File: src/rtl/neuron_mac.sv
// neuron_mac: pipelined fixed-point multiply-accumulate neuron with saturating sum,
// registered weight address and bias add on vector completion.
module neuron_mac #(
  parameter int numWeight    = 4,
  parameter int addressWidth = 10,
  parameter int dataWidth    = 16,
  parameter int fracBits     = 8
) (
  input  logic                           clk,
  input  logic                           rst_n,
  input  logic                           in_valid,
  input  logic signed [dataWidth-1:0]    in_data,
  output logic        [addressWidth-1:0] radd,
  input  logic signed [dataWidth-1:0]    wout,
  input  logic signed [dataWidth-1:0]    bias,
  output logic signed [dataWidth-1:0]    out_data,
  output logic                           out_valid,
  output logic                           out_sat
);
  localparam int DW = dataWidth;
  localparam int PW = 2 * dataWidth;

  // returns {overflow, clamped value}
  function automatic logic [DW:0] sat(input logic signed [PW-1:0] x);
    logic ovf;
    ovf = !((&x[PW-1:DW-1]) || !(|x[PW-1:DW-1]));
    return ovf ? {1'b1, x[PW-1], {(DW-1){~x[PW-1]}}} : {1'b0, x[DW-1:0]};
  endfunction

  logic [addressWidth-1:0] radd_q, radd_d;
  logic signed [PW-1:0]    prod_q, prod_d;
  logic                    v1_q, v1_d, f1_q, f1_d, l1_q, l1_d;
  logic signed [DW-1:0]    b1_q, b1_d, b2_q, b2_d;
  logic signed [DW-1:0]    acc_q, acc_d;
  logic                    fin_q, fin_d, sticky_q, sticky_d;
  logic signed [DW-1:0]    out_data_q, out_data_d;
  logic                    out_valid_q, out_valid_d, out_sat_q, out_sat_d;
  logic                    first0, last0, s_scl, s_add, s_out;
  logic signed [PW-1:0]    shifted, acc_ext, scl_ext, b2_ext;
  logic signed [DW-1:0]    scaled, added, fin_val;

  always_comb begin
    first0      = radd_q == '0;
    last0       = radd_q == addressWidth'(numWeight - 1);
    radd_d      = in_valid ? (last0 ? '0 : radd_q + addressWidth'(1)) : radd_q;
    prod_d      = PW'(in_data) * PW'(wout);
    v1_d        = in_valid;
    f1_d        = in_valid & first0;
    l1_d        = in_valid & last0;
    b1_d        = bias;
    shifted     = prod_q >>> fracBits;
    {s_scl, scaled} = sat(shifted);
    acc_ext     = acc_q;
    scl_ext     = scaled;
    {s_add, added} = sat(acc_ext + scl_ext);
    acc_d       = v1_q ? (f1_q ? scaled : added) : acc_q;
    sticky_d    = v1_q ? ((f1_q ? 1'b0 : (sticky_q | s_add)) | s_scl) : sticky_q;
    fin_d       = v1_q & l1_q;
    // bias travels with the last sample so the next vector may change it freely
    b2_d        = (v1_q & l1_q) ? b1_q : b2_q;
    b2_ext      = b2_q;
    {s_out, fin_val} = sat(acc_ext + b2_ext);
    out_data_d  = fin_q ? fin_val : out_data_q;
    out_valid_d = fin_q;
    out_sat_d   = fin_q ? (sticky_q | s_out) : out_sat_q;
  end

  always_ff @(posedge clk or negedge rst_n) begin
    if (!rst_n) begin
      radd_q      <= '0;
      prod_q      <= '0;
      v1_q        <= 1'b0;
      f1_q        <= 1'b0;
      l1_q        <= 1'b0;
      b1_q        <= '0;
      b2_q        <= '0;
      acc_q       <= '0;
      fin_q       <= 1'b0;
      sticky_q    <= 1'b0;
      out_data_q  <= '0;
      out_valid_q <= 1'b0;
      out_sat_q   <= 1'b0;
    end else begin
      radd_q      <= radd_d;
      prod_q      <= prod_d;
      v1_q        <= v1_d;
      f1_q        <= f1_d;
      l1_q        <= l1_d;
      b1_q        <= b1_d;
      b2_q        <= b2_d;
      acc_q       <= acc_d;
      fin_q       <= fin_d;
      sticky_q    <= sticky_d;
      out_data_q  <= out_data_d;
      out_valid_q <= out_valid_d;
      out_sat_q   <= out_sat_d;
    end
  end

  assign radd      = radd_q;
  assign out_data  = out_data_q;
  assign out_valid = out_valid_q;
  assign out_sat   = out_sat_q;
endmodule

File: config.mk
export PLATFORM = sky130hd
export DESIGN_NAME = neuron_mac
export DESIGN_NICKNAME = d
export VERILOG_FILES = /design/src/rtl/neuron_mac.sv
export SDC_FILE = /design/constraint.sdc
export NUM_CORES = 1
export LEC_CHECK = 0
export ABC_AREA = 1
export CORE_UTILIZATION = 30
export DETAILED_ROUTE_END_ITERATION = 16
export MAX_ROUTING_LAYER = met4
export SLEW_MARGIN = 30
export SYNTH_ARGS = -nofsm -noshare
export SYNTH_HDL_FRONTEND = slang
export SYNTH_SLANG_ARGS = --single-unit
File: constraint.sdc
create_clock -name clk -period 3.55 [get_ports clk]
set_input_delay 0.71 -clock clk [delete_from_list [all_inputs] [get_ports clk]]
set_output_delay 0.71 -clock clk [all_outputs]
set_load 0.01 [all_outputs]
==> impl_metrics.ini <==
[clocking]
htreeDepth = 3
cts.sinks = 105
cts_tree = built
path_clk_slew_ns = 0.09
clock-root-buffer = clkbuf_16
insertion_delay_ns = 0.37
ctsHoldBuffers = 0
numCtsBuffers = 9
ctsLongestPathBuffers = 2

[global_routing]
grt_pass1_wl_um = 76500
grt-ovfl-total = 0
grt.total_usage = 0.177
antenna_found_initial = 1
grt_max_degree = 52
grt_pass1_vias = 15300

[setup_path]
critical_path.max_fanout = 5
critPathSlowestCell = fa_1
worstPathArrival_ns = 5.61
required_ns = 3.80
cpMostUsedCell = fa_1
worstSetupEndpointType = flip-flop
critPathKind = input pin to flip-flop
worst-path-buf-inv = 4
worst_path_largest_cell_delay_ns = 0.57
critPathTopFamily = adder cells
cp-start-kind = input pin
worstPathCellList = buf_2 > bufbuf_16 > nand2_1 > fa_1 > fa_1 > fa_1 > fa_1 > fa_1 > fa_1 > inv_2 > ha_4 > a21o_1 > o21bai_4 > a21oi_2 > nand3_2 > nand2_1 > inv_1 > o21bai_1 > nand2_1

[cells_and_area]
drive_gt1_frac = 0.289
area_growth_pct = 37.2
nFillCells = 5191
fin_util = 0.420
layout.nets = 2810

[worst_hold_path]
hp-class = input pin to asynchronous set/reset pin

[timing]
hold_viol_final = 0
period_minus_slack_ns = 5.36
setup_viol = 24
slew_violations = 0
rsz0062_at_grt = true
finClkSkew_ns = 0.0193
fmax_mhz = 187
fin_ws_ns = -1.81
tightest_slew_ns = 0.799
finalCritPeriodShare = 1.51
maxSlewHeadroom = 0.463

[detailed_routing]
drt-wirelength-per-cell_um = 14.8
ant_nets = 0
drc = 0
viasPerCell = 4.47
wl_um = 45600
drtIter0Drc = 584
firstDrtPassIters = 7
routed-via-count = 13700

[logic_synthesis]
synth_top_cells_by_area = fa_1 (32%), dfrtp_1 (16%), nand2_1 (13%), inv_1 (12%), ha_1 (8.7%)
synth_fp_nets = 2508
syn-cell-area_um2 = 16200
synth.yosys.seq_area_share = 0.162
ys_seq_elements = 105
synthDistinctLibCells = 41
ys.flop_type = dfrtp_1
synth_top_area_cell = fa_1
synthCells = 2081
synth-edff-count = 0
synth_top_area_frac = 0.324
async_reset_ff_frac = 1.00
syn_area_per_cell_um2 = 7.80
yosys_warnings = 0

[die]
num_rows = 84
die_h_um = 235
dieArea_um2 = 55000
initial_utilization = 0.306
chipWidth_um = 235
io_pins = 79
core-area_um2 = 53000

[job]
max-cap-violations = 0

[place]
portBuffers = 78
dp_hpwl_um = 35500
gp_congestion = 0.902

[status]
violations = negative setup slack
run_status = finished, violations left
-- cell type report --
type / instances / area [um2] / area share
antenna: 1 / 2.50 / 0.000112
multi-input combinational: 1367 / 12800 / 0.573
inverter: 539 / 2030 / 0.0913
sequential: 105 / 2630 / 0.118
timing repair buffer: 361 / 3680 / 0.165
tap: 688 / 861 / 0.0386
clock inverter: 7 / 88.8 / 0.00399
clock buffer: 9 / 225 / 0.0101
-- layout by cell type, fill, tap and decap left out, types with 5 or more instances in the layout --
master	count
nor2_2	5
nand2_2	76
inv_1	449
o21ai_4	6
xnor2_1	13
ha_4	27
nor2_4	26
inv_2	84
buf_12	27
a21oi_2	29
nand2_4	24
o21ai_0	35
fa_1	245
nand3_2	8
o21bai_1	6
o21ai_1	20
buf_4	180
o21ai_2	7
a21o_1	6
nor2_1	65
xor2_1	33
buf_8	8
a21oi_4	11
nand2_1	469
buf_6	79
fa_2	18
buf_16	5
clkdlybuf4s50_1	46
ha_1	82
a21oi_1	50
dfrtp_1	105
nand3_1	47
buf_2	8
clkbuf_16	9
-- registers in the layout, summed over array words and instances (netlist names) --
signal,cells
prod_q,24
acc_q,16
b1_q,16
b2_q,16
out_data,16
radd,10
f1_q,1
fin_q,1
l1_q,1
out_sat,1
out_valid,1
sticky_q,1
v1_q,1
-- metrics by stage --
step | area (um2) | hold slack, ns | setup TNS, ns | std cells | setup WS (ns)
after floorplan | 17100 | 0.372 | -38.50 | 2081 | -1.95
after global placement | 19600 | 0.439 | -59.52 | 2950 | -2.66
after detailed placement | 19600 | 0.431 | -60.52 | 2950 | -2.70
after CTS | 21900 | 0.391 | -38.63 | 3062 | -1.77
after global routing | 22300 | 0.425 | -42.28 | 3077 | -1.95
final | 22300 | 0.371 | -39.03 | 3077 | -1.81
-- Yosys cell counts (14+ instances only) --
master    instances
dfrtp_1         105
o21ai_0          52
nand2_2          26
xor2_1           39
ha_1            113
inv_1           535
a21oi_1          75
nand3_1          56
nor2_1           93
fa_1            263
nand2_1         546
clkbuf_1         61
xnor2_1          14
-- cell families after synthesis --
group / count (synthesis) / share of synthesized area
xor+xnor: 53 / 0.0286
fa+ha+maj: 376 / 0.412
simple gates: 757 / 0.190
compound gates: 181 / 0.0642
buf+inv: 609 / 0.144
flops: 105 / 0.162
-- path summary, 6_finish.rpt --
path | start | to | slack [ns] | cells past startpoint
min in group clk | b1_q[15]$_DFF_PN0_ | b2_q[15]$_DFFE_PN0P_ | 0.45 | 2
worst max register to register | prod_q[30]$_DFF_PN0_ | acc_q[2]$_DFFE_PN0P_ | 0.42 | 18
max in group asynchronous | rst_n | radd[2]$_DFFE_PN0P_ | 2.41 | 2
worst max-delay path | wout[10] | prod_q[25]$_DFF_PN0_ | -1.81 | 19
worst min register to register | b1_q[15]$_DFF_PN0_ | b2_q[15]$_DFFE_PN0P_ | 0.45 | 2
worst min-delay path | rst_n | b2_q[11]$_DFFE_PN0P_ | 0.37 | 1
-- routing by layer --
| layer | share of wire | routed length, um | vias up | GRT usage |
|---|---|---|---|---|
| met5 | 0 | 0 | - | - |
| met4 | 0.041 | 1890 | 0 | 0.0752 |
| met3 | 0.031 | 1400 | 91 | 0.0170 |
| met2 | 0.51 | 23200 | 279 | 0.314 |
| met1 | 0.42 | 19100 | 6699 | 0.202 |
| li1 | - | - | 6679 | - |
-- timing repair --
action                                  4_1_cts  5_1_grt
gates resized for setup                     425       99
endpoints found under the setup margin       24       24
pin swaps                                   187      133
gates cloned                                  9        0
setup buffers                                90       20
-- worst register-to-register path, delay by kind of cell (launching register included) --
family / cells / cell delay [ns]
buffers and inverters: 2 / 0.23
AOI/OAI and AO/OA: 3 / 0.75
and+or+nand+nor: 11 / 1.00
DFF: 1 / 0.36
adders and majority gates: 2 / 0.66
Power is left out: the tool's default activity adds up to more than one toggle a clock period on the data nets, which glitch-free logic cannot reach.
